File: src/rtl/lsu_bus_adapter_pkg.sv
// Shared types and the access-width alignment helper for the LSU bus adapter.
package lsu_pkg;

  typedef enum logic [2:0] {
    LC_B  = 3'b000,
    LC_H  = 3'b001,
    LC_W  = 3'b010,
    LC_BU = 3'b011,
    LC_HU = 3'b100
  } load_ctrl_e;

  typedef enum logic [1:0] {
    IDLE = 2'd0,
    BUS  = 2'd1,
    DONE = 2'd2
  } lsu_state_e;

  // Only halfword and word widths can be misaligned; byte accesses never are.
  function automatic logic is_misaligned(input logic [2:0] load_ctrl,
                                         input logic [1:0] addr_lo);
    logic mis;
    mis = 1'b0;
    case (load_ctrl)
      LC_H, LC_HU: mis = addr_lo[0];
      LC_W:        mis = (addr_lo != 2'b00);
      default:     mis = 1'b0;
    endcase
    return mis;
  endfunction

endpackage

File: src/rtl/lsu_bus_adapter_load_aligner.sv
// Right-aligns a byte/halfword lane of a memory word and sign/zero-extends it.
module load_aligner
  import lsu_pkg::*;
(
  input  logic [31:0] rdata,
  input  logic [1:0]  offset,
  input  logic [2:0]  load_ctrl,
  output logic [31:0] data
);

  logic signed [7:0]  byte_sel;
  logic signed [15:0] half_sel;

  always_comb begin
    byte_sel = rdata[{offset, 3'b000} +: 8];
    half_sel = offset[1] ? rdata[31:16] : rdata[15:0];
    case (load_ctrl)
      LC_B:    data = {{24{byte_sel[7]}}, byte_sel};
      LC_BU:   data = {24'h000000, byte_sel};
      LC_H:    data = {{16{half_sel[15]}}, half_sel};
      LC_HU:   data = {16'h0000, half_sel};
      default: data = rdata;
    endcase
  end

endmodule

File: src/rtl/lsu_bus_adapter.sv
// Load/store bus adapter: one access per instruction, core stalled until the
// valid/ready transfer completes or times out.
module lsu_bus_adapter
  import lsu_pkg::*;
#(
  parameter int TIMEOUT = 16
) (
  input  logic        clk,
  input  logic        rst_n,
  input  logic        req_valid,
  input  logic        req_we,
  input  logic [31:0] req_addr,
  input  logic [31:0] req_wdata,
  input  logic [3:0]  req_mask,
  input  logic [2:0]  req_load_ctrl,
  output logic        stall,
  output logic [31:0] load_data,
  output logic        load_valid,
  output logic        err_misaligned,
  output logic        err_timeout,
  output logic        bus_valid,
  output logic        bus_we,
  output logic [31:0] bus_addr,
  output logic [31:0] bus_wdata,
  output logic [3:0]  bus_be,
  input  logic        bus_ready,
  input  logic [31:0] bus_rdata
);

  localparam int CNT_W = $clog2(TIMEOUT + 1);

  lsu_state_e       state_q, state_d;
  logic             we_q, we_d;
  logic [31:0]      addr_q, addr_d;
  logic [31:0]      wdata_q, wdata_d;
  logic [3:0]       mask_q, mask_d;
  logic [2:0]       lc_q, lc_d;
  logic [CNT_W-1:0] cnt_q, cnt_d;
  logic             to_q, to_d;
  logic [31:0]      load_data_q, load_data_d;

  logic             misaligned;
  logic             in_bus;
  logic [31:0]      aligned_data;

  load_aligner u_aligner (
    .rdata     (bus_rdata),
    .offset    (addr_q[1:0]),
    .load_ctrl (lc_q),
    .data      (aligned_data)
  );

  assign misaligned = is_misaligned(req_load_ctrl, req_addr[1:0]);
  assign in_bus     = (state_q == BUS);

  // Bus side is driven only while a transfer is outstanding.
  assign bus_valid = in_bus;
  assign bus_we    = in_bus & we_q;
  assign bus_addr  = in_bus ? {addr_q[31:2], 2'b00} : 32'h0;
  assign bus_wdata = in_bus ? wdata_q : 32'h0;
  assign bus_be    = (in_bus & we_q) ? mask_q : 4'b0000;
  assign load_data = load_data_q;

  always_comb begin
    state_d        = state_q;
    we_d           = we_q;
    addr_d         = addr_q;
    wdata_d        = wdata_q;
    mask_d         = mask_q;
    lc_d           = lc_q;
    cnt_d          = cnt_q;
    to_d           = to_q;
    load_data_d    = load_data_q;
    stall          = 1'b0;
    load_valid     = 1'b0;
    err_misaligned = 1'b0;
    err_timeout    = 1'b0;
    case (state_q)
      IDLE: begin
        if (req_valid) begin
          if (misaligned) begin
            err_misaligned = 1'b1;
          end else begin
            stall   = 1'b1;
            we_d    = req_we;
            addr_d  = req_addr;
            wdata_d = req_wdata;
            mask_d  = req_mask;
            lc_d    = req_load_ctrl;
            cnt_d   = '0;
            to_d    = 1'b0;
            state_d = BUS;
          end
        end
      end
      BUS: begin
        stall = 1'b1;
        if (bus_ready) begin
          if (!we_q) load_data_d = aligned_data;
          state_d = DONE;
        end else if (cnt_q == CNT_W'(TIMEOUT - 1)) begin
          to_d        = 1'b1;
          load_data_d = 32'h0;
          state_d     = DONE;
        end else begin
          cnt_d = cnt_q + CNT_W'(1);
        end
      end
      DONE: begin
        load_valid  = ~we_q;
        err_timeout = to_q;
        state_d     = IDLE;
      end
      default: state_d = IDLE;
    endcase
  end

  always_ff @(posedge clk) begin
    if (!rst_n) begin
      state_q     <= IDLE;
      we_q        <= 1'b0;
      addr_q      <= 32'h0;
      wdata_q     <= 32'h0;
      mask_q      <= 4'b0000;
      lc_q        <= 3'b000;
      cnt_q       <= '0;
      to_q        <= 1'b0;
      load_data_q <= 32'h0;
    end else begin
      state_q     <= state_d;
      we_q        <= we_d;
      addr_q      <= addr_d;
      wdata_q     <= wdata_d;
      mask_q      <= mask_d;
      lc_q        <= lc_d;
      cnt_q       <= cnt_d;
      to_q        <= to_d;
      load_data_q <= load_data_d;
    end
  end

endmodule

File: config.mk
export PLATFORM = sky130hd
export DESIGN_NAME = lsu_bus_adapter
export DESIGN_NICKNAME = d
export VERILOG_FILES = /design/src/rtl/lsu_bus_adapter_pkg.sv /design/src/rtl/lsu_bus_adapter_load_aligner.sv /design/src/rtl/lsu_bus_adapter.sv
export SDC_FILE = /design/constraint.sdc
export NUM_CORES = 1
export LEC_CHECK = 0
export BUFFER_PORTS_ARGS = -buffer_cell sky130_fd_sc_hd__buf_2
export CAP_MARGIN = 20
export CORE_MARGIN = 4
export CORE_UTILIZATION = 55
export CTS_BUF_LIST = sky130_fd_sc_hd__clkbuf_4 sky130_fd_sc_hd__clkbuf_8
export CTS_CLUSTER_SIZE = 30
export DETAILED_ROUTE_END_ITERATION = 8
export GPL_ROUTABILITY_DRIVEN = 0
export HOLD_SLACK_MARGIN = 0.03
export MAX_ROUTING_LAYER = met4
export PLACE_DENSITY_LB_ADDON = 0.3
export SYNTH_ARGS = -nofsm -noshare
export SYNTH_HDL_FRONTEND = slang
export SYNTH_HIERARCHICAL = 1
export SYNTH_SLANG_ARGS = --single-unit
File: constraint.sdc
create_clock -name clk -period 4 [get_ports clk]
set_clock_uncertainty 0.05 [all_clocks]
set_input_delay 1 -clock clk [delete_from_list [all_inputs] [get_ports clk]]
set_output_delay 1 -clock clk [all_outputs]
set_load 0.02 [all_outputs]
-- Yosys cells after proc, flatten, opt, wreduce, memory -nomap -nowiden
Cells that the tools add are included.
- equal/unequal tests: 16
- bitwise gates (word level): 3
- reductions and logical operators: 11
- add/subtract/negate cells: 1
- shifts and indexed selects: 1
- mux-type cells: 32
- operator list (operator ; number):
    $mux W32 ; 5
    $pmux W32 S4 ; 1
    $shiftx A32 B6 Y8 ; 1
    $mux W5 ; 4
    $mux W16 ; 1
    $mux W1 ; 11
    $ne A2 B2 Y1 const B ; 5
    $pmux W5 S2 ; 1
    $reduce_and A5 Y1 ; 2
    $reduce_and A3 Y1 ; 3
    $mux W2 ; 4
    $eq A3 B1 Y1 const B ; 2
    $eq A3 B2 Y1 const B ; 2
    $eq A3 B3 Y1 const B ; 2
    $pmux W1 S2 ; 3
    $reduce_bool A2 Y1 ; 3
    $add A5 B1 Y5 const B ; 1
    $eq A5 B4 Y1 const B ; 1
    $mux W4 ; 1
    $pmux W2 S2 ; 1
    $logic_not A3 Y1 ; 1
    $ne A3 B2 Y1 const B ; 1
    $eq A2 B1 Y1 const B ; 1
    $eq A2 B2 Y1 const B ; 1
    other kinds (5) ; 6
- word-level logic and storage cells: 73
- register bits: 112

-- Logic depth before layout (Yosys ltp)
Gate-level depths: netlist (run 1).
- depth in word-level cells: 6
- depth in mapped cells: 8
- depth with buffers taken out: 7

-- By module
Netlist (run 1), hierarchy kept.
- by module, submodules not included (module ; cells each ; area each (um^2) ; instances):
    lsu_bus_adapter ; 592 ; 4857.2 ; 1
    load_aligner ; 101 ; 713.2 ; 1

-- Worst setup path before layout (run 1)
Ideal clock, no wire load.
- path type: input to output
- start point: input port req_load_ctrl[2]
- end point: output port stall
- stages on the path: 5
- path slack: 1.104 ns
- arrival: 1.846 ns
- required time: 2.950 ns
- cells stage by stage: nor4bb_1 > a31oi_1 > and2_1 > a21oi_1 > nor2_1
- cells in the longest elaborated chain, start to end: 6
- elaborated cells between the ends (all ways): 8
- ends and longest elaborated chain (element ; RTL line ; RTL):
    start, declared ; lsu_bus_adapter.sv:15 ; input logic [2:0] req_load_ctrl,
    $eq A3 B1 Y1 or $eq A3 B3 Y1 (tied branches) ; lsu_bus_adapter_pkg.sv:23 ; case (load_ctrl)
    $reduce_or A2 Y1 ; lsu_bus_adapter_pkg.sv:23 ;
    $pmux W1 S2 * ; lsu_bus_adapter_pkg.sv:23 ;
    $mux W1 * ; lsu_bus_adapter.sv:81 ; if (misaligned) begin
    $mux W1 * ; lsu_bus_adapter.sv:80 ; if (req_valid) begin
    $pmux W1 S2 * ; lsu_bus_adapter.sv:78 ; case (state_q)
    end, declared ; lsu_bus_adapter.sv:16 ; output logic stall,
Every way passes the cells marked *; elsewhere a longest branch is shown, timed or not.

-- Worst setup path after layout (run 1)
- start point: register state_q[1]
- end point: output port bus_wdata[1]
- cells in the longest elaborated chain, start to end: 2
- ends and longest elaborated chain (element ; RTL line ; RTL):
    start, declared ; lsu_bus_adapter.sv:32 ; lsu_state_e state_q, state_d;
    start signal, assigned ; lsu_bus_adapter.sv:130 ; state_q <= state_d;
    $eq A2 B1 Y1 ; lsu_bus_adapter.sv:54 ; assign in_bus = (state_q == BUS);
    $mux W32 ; lsu_bus_adapter.sv:60 ; assign bus_wdata = in_bus ? wdata_q : 32'h0;
    end, declared ; lsu_bus_adapter.sv:24 ; output logic [31:0] bus_wdata,
Every way passes these cells.

==> results.py, run 1 <==
metrics = {
    "clock_tree": {
        "clock_sinks": 112,
        "root_buffer": "clkbuf_8",
        "post-cts-setup-buffers": 0,
        "clk_pin_slew_worst_paths_ns": 0.10,
        "cts_buffers": 9,
        "cts_hold_buf": 0,
        "cts.path.max_buffers": 2,
        "cts_resized": 0,
        "clock_latency_ns": 0.36,
        "tritoncts": "done",
        "ctsHtreeMaxLevel": 3,
    },
    "floorplanning": {
        "num_io_pins": 214,
        "initial_core_util_pct": 56.7,
        "num_rows": 36,
        "dieHeight_um": 109,
        "fp.dieW_um": 109,
        "dieArea_um2": 11800,
        "core_area_um2": 9820,
    },
    "routing": {
        "via_per_inst": 5.45,
        "vias": 5459,
        "antenna_left": 0,
        "post_drt_wl_per_cell_um": 15.0,
        "drt_pass1_iterations": 5,
        "dr.first_iter.drc_count": 374,
        "drc": 0,
        "routed_wl_um": 15000,
    },
    "synthesis": {
        "yosysUniqueCellTypes": 45,
        "async_reset_ff_share_pct": 0,
        "synth_seq_cells": 112,
        "seq_area_frac_synth_pct": 40.3,
        "synth_ff_type": "dfxtp_1",
        "syn_area_per_cell_um2": 8.04,
        "netlist_area_um2": 5570,
        "synth-edff-count": 0,
        "ys_warn_count": 6,
        "synth_cells": 693,
    },
    "worst_setup_path": {
        "reg2reg_to": "load_data[20]$_SDFFE_PN0P_",
        "cp-end-kind": "primary output",
        "crit_path_top_delay_cell": "inv_1",
        "crit_path_max_fanout": 42,
        "criticalPathCategory": "reg -> out",
        "slowest_delay_ns": 0.58,
        "ff2ff_setup_slack_ns": 1.22,
        "reg2reg_depth": 6,
        "path_cells": "nand2b_1, inv_1, buf_4, and2_1, buf_2",
        "required_ns": 2.95,
        "cp-start-kind": "flip-flop",
        "reg2reg_from": "addr_q[1]$_SDFFE_PN0P_",
        "arrival_ns": 2.31,
    },
    "timing": {
        "rsz0062_at_grt": "false",
        "setup-tns-final_ns": 0,
        "hold_violations": 0,
        "fin_crit_sh_pct": 83.9,
        "worstMarginPinSlew_ns": 1.05,
        "timing.fmax_mhz": 298,
        "setup_violations": 0,
        "fin_crit_ns": 3.36,
        "slew_headroom_pct": 29.9,
        "drv_slew": 0,
    },
    "worst_hold_path": {
        "min_from": "load_data[2]$_SDFFE_PN0P_",
        "hp-class": "reg -> reg",
        "holdPathStages": 2,
        "whs_endpoint": "load_data[2]$_SDFFE_PN0P_",
    },
    "final_layout": {
        "drive_above_1_share_pct": 27.4,
        "area_growth_pct": 20.8,
        "fillers": 863,
        "nNetsFinal": 974,
        "post-route-cell-area_um2": 6730,
        "num_antenna_cells": 0,
    },
    "power": {
        "vdd.ir_drop.worst_mv": 0.206,
        "leakagePower_uw": 0.00312,
        "fin_total_pwr_uw": 2310,
        "p_per_area_nw_per_um2": 343,
    },
    "global_route": {
        "grt_pass1_wl_um": 23800,
        "grt-ovfl-total": 0,
        "antenna_found_initial": 0,
        "track_usage_pct": 25.7,
        "grt_pass1_vias": 5103,
        "grt_max_degree": 65,
    },
    "job": {
        "cap_violations": 0,
    },
    "status": {
        "status": "finished clean",
    },
    "placement": {
        "hpwl_um": 10900,
        "place_area_um2": 6550,
        "portBuffers": 211,
    },
}
layer usage:
layer	track usage (%)	wire (um)	up-vias
li1	-	-	2639
met1	30.0	5690	2554
met2	43.8	7700	232
met3	4.74	1240	34
met4	10.4	376	0
met5	-	0	-
cell usage in the layout, fill, tap and decap left out, types with 5 or more instances in the layout:
| cell type | instances |
|---|---|
| nand2b_1 | 5 |
| and2_1 | 66 |
| a21oi_1 | 7 |
| nor2_1 | 17 |
| a22oi_1 | 9 |
| clkbuf_8 | 11 |
| a21boi_1 | 66 |
| nand2_1 | 192 |
| mux2i_1 | 11 |
| a21boi_0 | 39 |
| a221o_1 | 8 |
| nor2b_1 | 6 |
| buf_2 | 211 |
| a21o_1 | 16 |
| dfxtp_1 | 112 |
| nand3_1 | 34 |
| and3_1 | 5 |
layout make-up:
cell class	instances	area, um^2	share of cell area, %
clock buffers	13	166	2.47
clock inverters	2	15.0	0.223
inverters	4	15.0	0.223
multi-input cells	520	3000	44.6
flip-flops and latches	112	2240	33.3
well taps	133	166	2.47
repair buffers	217	1130	16.7
synthesized netlist by cell type (all sizes together), types with 3 or more instances:
master | number | area (um^2)
buf | 34 | 240
inv | 4 | 15.0
a221o | 8 | 80.1
a21oi | 7 | 35.0
and3 | 5 | 31.3
a22oi | 9 | 67.6
clkbuf | 24 | 90.1
a21o | 16 | 120
or3 | 3 | 18.8
o21ai | 5 | 25.0
nand2b | 5 | 31.3
and2 | 66 | 413
mux2i | 11 | 110
nand3 | 34 | 170
nor2 | 18 | 70.1
dfxtp | 112 | 2240
a21boi | 105 | 788
nand2 | 192 | 721
nor2b | 6 | 37.5
nor3 | 3 | 15.0
worst max-delay path: cells and delay by family, from the launching register on:
family                 cells  cell delay, ns
buffers and inverters      3            1.18
AND/OR/NAND/NOR            2            0.38
flip-flops                 1            0.35
kinds of logic (layout without fill, tap and decap cells):
kind of cell / Yosys count / in the layout / synth area share (%)
compound gates: 162 / 162 / 22.0
xor+xnor: 2 / 2 / 0.315
fa+ha+maj: 2 / 2 / 0.449
buf+inv: 62 / 236 / 6.20
flops: 112 / 112 / 40.3
mux: 12 / 12 / 2.38
other cells: 1 / 2 / 0.0673
simple gates: 340 / 340 / 28.4
worst max path at each step:
stage	slack, ns	startpoint	end	depth (start not counted)
5_1_grt	0.44	state_q[1]$_SDFFE_PN0P_	bus_wdata[9]	5
3_3_place_gp	0.83	req_load_ctrl[0]	stall	7
2_1_floorplan	1.10	req_load_ctrl[2]	stall	5
3_5_place_dp	0.81	req_load_ctrl[2]	stall	7
4_1_cts	0.62	state_q[1]$_SDFFE_PN0P_	bus_wdata[9]	5
6_report	0.64	state_q[1]$_SDFFE_PN0P_	bus_wdata[1]	5
per-stage QoR:
stage | worst slack (ns) | hold slack [ns] | cells | util, %
after floorplan | 1.10 | 0.380 | 694 | -
after global placement | 0.827 | 0.386 | 986 | 66.7
after detailed placement | 0.805 | 0.391 | 986 | 66.7
after CTS | 0.621 | 0.404 | 1001 | 68.6
after global routing | 0.440 | 0.419 | 1001 | 68.6
final | 0.643 | 0.402 | 1001 | 68.6
where the power goes:
part | switching (uW) | leakage, uW | internal, uW | total (uW)
Clock | 366 | 0.0000886 | 272 | 639
Sequential | 41.8 | 0.000913 | 1170 | 1220
Combinational | 271 | 0.00212 | 186 | 458
flip-flops by register name, summed over array words and instances (netlist names), 2 cells and up:
signal	flops
load_data	32
wdata_q	32
addr_q	32
cnt_q	5
state_q	2
lc_q	3
mask_q	4
(Power assumes the default switching activity.)
==> run 2: changes to the inputs <==
Settings changed: ABC_AREA set to 1, CORE_UTILIZATION 55 to 47.
Clock period 4 ns to 2.7 ns, I/O delays scaled along.
==> run 2 against run 1 <==
  * Synthesized cell count is 42% higher
  * Sequential cell count stayed put
  * Register-to-register slack worse by 0.46 ns
  * Core utilization is 11 points lower
  * Global-route usage is 4.0 points lower
  * Routed wire length is 6.6% higher
  * Sequential power is 48% higher
  * Largest power group unchanged
  * Design area is 8.0% higher
==> results.py, run 2 <==
metrics = {
    "worst_setup_path": {
        "criticalPathCategory": "reg -> out",
        "required_ns": 1.98,
        "cp-end-kind": "primary output",
        "slowest_delay_ns": 0.41,
        "cp-start-kind": "flip-flop",
        "crit_path_max_fanout": 63,
        "arrival_ns": 1.68,
        "crit_path_top_delay_cell": "dfxtp_1",
        "path_cells": "nor2_4, inv_2, buf_6, nor2_1, buf_2",
    },
    "routing": {
        "post_drt_wl_per_cell_um": 12.0,
        "vias": 6288,
        "drc": 0,
        "dr.first_iter.drc_count": 518,
        "via_per_inst": 4.73,
        "routed_wl_um": 16000,
        "drt_pass1_iterations": 5,
        "antenna_left": 0,
    },
    "synthesis": {
        "yosysMostFrequentCell": "nand2_1",
        "ys_warn_count": 6,
        "yosysTopAreaCell": "dfxtp_1",
        "seq_area_frac_synth_pct": 37.0,
        "netlist.area_leader.share_pct": 37.0,
        "syn_area_per_cell_um2": 6.18,
        "ys_top_cells_by_count": "nand2_1 (300), nor2_1 (215), dfxtp_1 (112)",
        "synth_seq_cells": 112,
        "synthTopCellsByArea": "dfxtp_1 (37%), nand2_1 (19%), nor2_1 (13%), inv_1 (6.8%), nand3_1 (4.5%)",
        "synth-edff-count": 0,
        "async_reset_ff_share_pct": 0,
        "synth_ff_type": "dfxtp_1",
        "netlist_area_um2": 6060,
        "synth_cells": 981,
        "yosysUniqueCellTypes": 30,
    },
    "timing": {
        "fin_crit_sh_pct": 89.2,
        "setup_violations": 0,
        "hold_violations": 0,
        "drv_slew": 0,
        "rsz0062_at_grt": "false",
        "worstMarginPinSlew_ns": 0.611,
        "timing.fmax_mhz": 415,
        "setup-tns-final_ns": 0,
        "slew_headroom_pct": 59.3,
        "fin_crit_ns": 2.41,
    },
    "final_layout": {
        "area_growth_pct": 19.9,
        "drive_above_1_share_pct": 23.5,
        "fillers": 1359,
        "regArea_um2": 2240,
        "num_antenna_cells": 0,
        "nNetsFinal": 1262,
        "layout_common_cells": "nand2_1 (300), nor2_1 (215), buf_2 (211)",
        "final_common_cell": "nand2_1",
        "multi_input_area_um2": 3010,
    },
    "floorplanning": {
        "dieHeight_um": 122,
        "num_rows": 41,
        "dieArea_um2": 14800,
        "core_area_um2": 12600,
        "num_io_pins": 214,
        "fp.dieW_um": 122,
        "initial_core_util_pct": 48.0,
    },
    "clock_tree": {
        "tritoncts": "done",
        "cts_hold_buf": 0,
        "ctsHtreeMaxLevel": 3,
        "clk_pin_slew_worst_paths_ns": 0.10,
        "clock_sinks": 112,
        "root_buffer": "clkbuf_8",
        "cts.path.max_buffers": 2,
        "clock_latency_ns": 0.38,
        "cts_buffers": 9,
    },
    "status": {
        "status": "finished clean",
    },
    "global_route": {
        "grt-ovfl-total": 0,
        "antenna_found_initial": 0,
        "grt_max_degree": 147,
        "track_usage_pct": 21.7,
        "grt_pass1_wl_um": 25300,
        "grt_pass1_vias": 5485,
    },
    "power": {
        "vdd.ir_drop.worst_mv": 0.374,
        "fin_total_pwr_uw": 3800,
        "p_per_area_nw_per_um2": 523,
        "leakagePower_uw": 0.00400,
    },
    "placement": {
        "hpwl_um": 11400,
        "portBuffers": 211,
    },
    "worst_hold_path": {
        "hp-class": "reg -> reg",
    },
    "job": {
        "cap_violations": 0,
    },
}
-- run 2: final cells by class --
class	count	area share (%)
timing repair buffer	224	16.1
clock inverter	4	0.740
inverter	116	5.99
tap	172	2.96
sequential	112	30.9
multi-input combinational	689	41.4
clock buffer	11	2.00
-- run 2: metal layers --
| metal | share of wire, % | vias up | routed length (um) | GRT usage, % |
|---|---|---|---|---|
| li1 | - | 3314 | - | - |
| met1 | 44 | 2754 | 6990 | 28.0 |
| met2 | 46 | 200 | 7390 | 34.0 |
| met3 | 8.3 | 20 | 1330 | 5.01 |
| met4 | 1.8 | 0 | 281 | 7.14 |
| met5 | 0 | - | 0 | - |
-- run 2: path summary, 6_finish.rpt --
path | slack, ns | cells past startpoint | start | end
worst min register to register | 0.41 | 2 | load_data[9]$_SDFFE_PN0P_ | load_data[9]$_SDFFE_PN0P_
worst max register to register | 0.76 | 9 | cnt_q[0]$_SDFFE_PN0P_ | load_data[20]$_SDFFE_PN0P_
worst max-delay path | 0.29 | 5 | state_q[1]$_SDFFE_PN0P_ | bus_addr[27]
worst min-delay path | 0.41 | 2 | load_data[9]$_SDFFE_PN0P_ | load_data[9]$_SDFFE_PN0P_
-- run 2: worst max-delay path: cells and delay by family, from the launching register on --
kind	cells	cell delay (ns)
buffers and inverters	3	0.68
DFF	1	0.41
and+or+nand+nor	2	0.18
-- run 2: metrics by stage --
step                      setup slack (ns)  utilization (%)  instances  area [um^2]  hold WS, ns
after floorplan                      0.487                -        982         6060        0.385
after global placement               0.410             56.0       1313         7060        0.396
after detailed placement             0.401             56.0       1313         7060        0.400
after CTS                            0.107             57.6       1328         7260        0.415
after global routing                 0.146             57.6       1328         7270        0.429
final                                0.291             57.6       1328         7270        0.411
-- run 2: where the power goes --
part / internal (uW) / leakage, uW / switching [uW]
Clock: 466 / 0.000101 / 572
Sequential: 1770 / 0.000919 / 40.0
Combinational: 317 / 0.00298 / 632
-- run 2: kinds of logic after synthesis --
| logic type | Yosys count | share of synthesized area [%] |
|---|---|---|
| adders and majority gates | 2 | 0.413 |
| and+or+nand+nor | 636 | 44.8 |
| AOI/OAI and AO/OA | 49 | 4.17 |
| DFF | 112 | 37.0 |
| buffers and inverters | 181 | 13.6 |
| other | 1 | 0.0619 |
-- run 2: repair_timing --
action / 4_1_cts / 5_1_grt
buffers inserted: 0 / 0
resized for setup: 0 / 1
setup endpoints to repair: 0 / 5
==> run 3: changes to the inputs <==
Settings changed: CORE_MARGIN 4 to 5.
Clock period 2.7 ns to 2 ns, I/O delays scaled along.
==> run 3 against run 2 <==
  * The run now ends with negative setup slack left
  * First-iteration DRC count shrank 1.9%
  * Combinational power grew 46%
  * Register-to-register slack got worse by 0.60 ns
  * Non-clock buffer count is 7 higher
==> results.py, run 3 (same netlist as run 2, synthesis figures left out) <==
metrics = {
    "final_layout": {
        "fillers": 1307,
        "post-route-cell-area_um2": 7710,
        "area_growth_pct": 27.3,
        "final_common_cell": "nand2_1",
        "regArea_um2": 2240,
        "multi_input_area_um2": 3100,
        "layout_common_cells": "nand2_1 (300), nor2_1 (190), buf_2 (143)",
        "nNetsFinal": 1269,
        "drive_above_1_share_pct": 26.5,
    },
    "placement": {
        "portBuffers": 211,
        "dp_slack_ns": 0.0901,
        "place_area_um2": 7130,
        "hpwl_um": 11800,
    },
    "worst_setup_path": {
        "crit_buf_inv": 4,
        "cp-end-kind": "primary output",
        "slowest_delay_ns": 0.36,
        "crit_path_top_delay_cell": "dfxtp_2",
        "required_ns": 1.45,
        "criticalPathCategory": "reg -> out",
        "path_delay_family": "buffers and inverters",
        "path_cells": "inv_2, nor2_4, inv_4, buf_12, nor2_1, buf_4",
        "cp-start-kind": "flip-flop",
        "arrival_ns": 1.46,
        "crit_path_max_fanout": 34,
    },
    "global_route": {
        "grt_max_degree": 85,
        "antenna_found_initial": 1,
        "grt-ovfl-total": 0,
        "grt_pass1_vias": 5792,
        "grt_pass1_wl_um": 26200,
        "track_usage_pct": 21.9,
    },
    "timing": {
        "rsz0062_at_grt": "true",
        "hold_violations": 0,
        "fin_crit_ns": 2.01,
        "setup-tns-final_ns": -0.00808,
        "timing.fmax_mhz": 498,
        "setup_slack_ns": -0.00808,
        "drv_slew": 0,
        "fin_crit_sh_pct": 100,
        "finalHoldWorstSlack_ns": 0.271,
        "setup_violations": 1,
    },
    "clock_tree": {
        "tritoncts": "done",
        "clock_latency_ns": 0.38,
        "clk_pin_slew_worst_paths_ns": 0.11,
        "ctsHtreeMaxLevel": 3,
        "root_buffer": "clkbuf_8",
        "cts.path.max_buffers": 2,
        "clock_sinks": 112,
        "cts_buffers": 9,
    },
    "floorplanning": {
        "dieArea_um2": 15300,
        "core_area_um2": 12600,
        "fp.dieW_um": 124,
        "initial_core_util_pct": 48.0,
        "dieHeight_um": 124,
        "num_rows": 41,
        "num_io_pins": 214,
    },
    "job": {
        "cap_violations": 0,
    },
    "status": {
        "status": "finished, violations left",
        "violations": "negative setup slack",
    },
    "routing": {
        "met3_wirelength_um": 1400,
        "drc": 0,
        "top_layer": "met4",
        "via_per_inst": 4.83,
        "routed_wl_um": 16900,
        "antenna_left": 0,
        "met2_length_um": 8170,
        "vias": 6457,
        "post_drt_wl_per_cell_um": 12.6,
        "m1WireLength_um": 7050,
        "dr.first_iter.drc_count": 508,
        "drt_pass1_iterations": 5,
    },
    "worst_hold_path": {
        "hp-class": "in -> reg",
    },
    "power": {
        "vdd.ir_drop.worst_mv": 0.615,
        "leakagePower_uw": 0.00406,
        "p_per_area_nw_per_um2": 667,
    },
}
## run 3: changes by cell type in the layout (fill, tap and decap cells not counted), moves of 6 or more
| cell | delta |
|---|---|
| nor2_4 | +6 |
| nor2_1 | -25 |
| buf_4 | +50 |
| buf_6 | +20 |
| nor2_2 | +19 |
| buf_2 | -68 |
## run 3: final cells by class
class | count | area share, %
flip-flops and latches | 112 | 29.1
well taps | 172 | 2.79
repair buffers | 231 | 19.8
multi-input cells | 689 | 40.2
clock inverters | 6 | 0.681
clock buffers | 10 | 1.70
diodes | 1 | 0.0324
inverters | 116 | 5.71
## run 3: final timing paths
| kind | from | end | slack, ns | cells past startpoint |
|---|---|---|---|---|
| hold reg to reg | load_data[0]$_SDFFE_PN0P_ | load_data[0]$_SDFFE_PN0P_ | 0.41 | 2 |
| setup reg to reg | cnt_q[0]$_SDFFE_PN0P_ | load_data[1]$_SDFFE_PN0P_ | 0.16 | 10 |
| hold / removal | req_wdata[20] | wdata_q[20]$_SDFFE_PN0P_ | 0.27 | 3 |
| setup / recovery | state_q[0]$_SDFFE_PN0P_ | bus_addr[3] | -0.008 | 6 |
## run 3: where the power goes
part | internal, uW | total [uW] | leakage [uW] | switching [uW]
Sequential | 2390 | 2450 | 0.000920 | 54.4
Clock | 488 | 1310 | 0.0000937 | 824
Combinational | 495 | 1390 | 0.00304 | 896
Total | 3380 | 5150 | 0.00406 | 1770
## run 3: per-layer routing
| metal | up-vias | GRT usage (%) |
|---|---|---|
| met5 | - | - |
| met4 | 0 | 5.67 |
| met3 | 17 | 5.95 |
| met2 | 226 | 35.9 |
| met1 | 2876 | 26.7 |
| li1 | 3338 | - |
## run 3: worst min-delay path, delay by kind of cell
kind / cells / cell delay (ns)
buffers and inverters: 1 / 0.07
AND/OR/NAND/NOR: 2 / 0.11
## run 3: metrics by stage
step	instances	power, uW	util [%]
final	1337	5150	61.1
after global routing	1337	5480	61.1
after CTS	1336	5160	59.5
after detailed placement	1317	3800	56.5
after global placement	1317	3790	56.5
after floorplan	982	3470	-
## run 3: timing repair
| action | CTS | global route |
|---|---|---|
| endpoints found under the setup margin | 67 | 95 |
| endpoints found under the hold margin | 0 | 0 |
| hold buffers | 0 | 0 |
| buffers inserted | 3 | 0 |
| gates cloned | 0 | 0 |
| pin swaps | 2 | 2 |
| resized for setup | 63 | 67 |
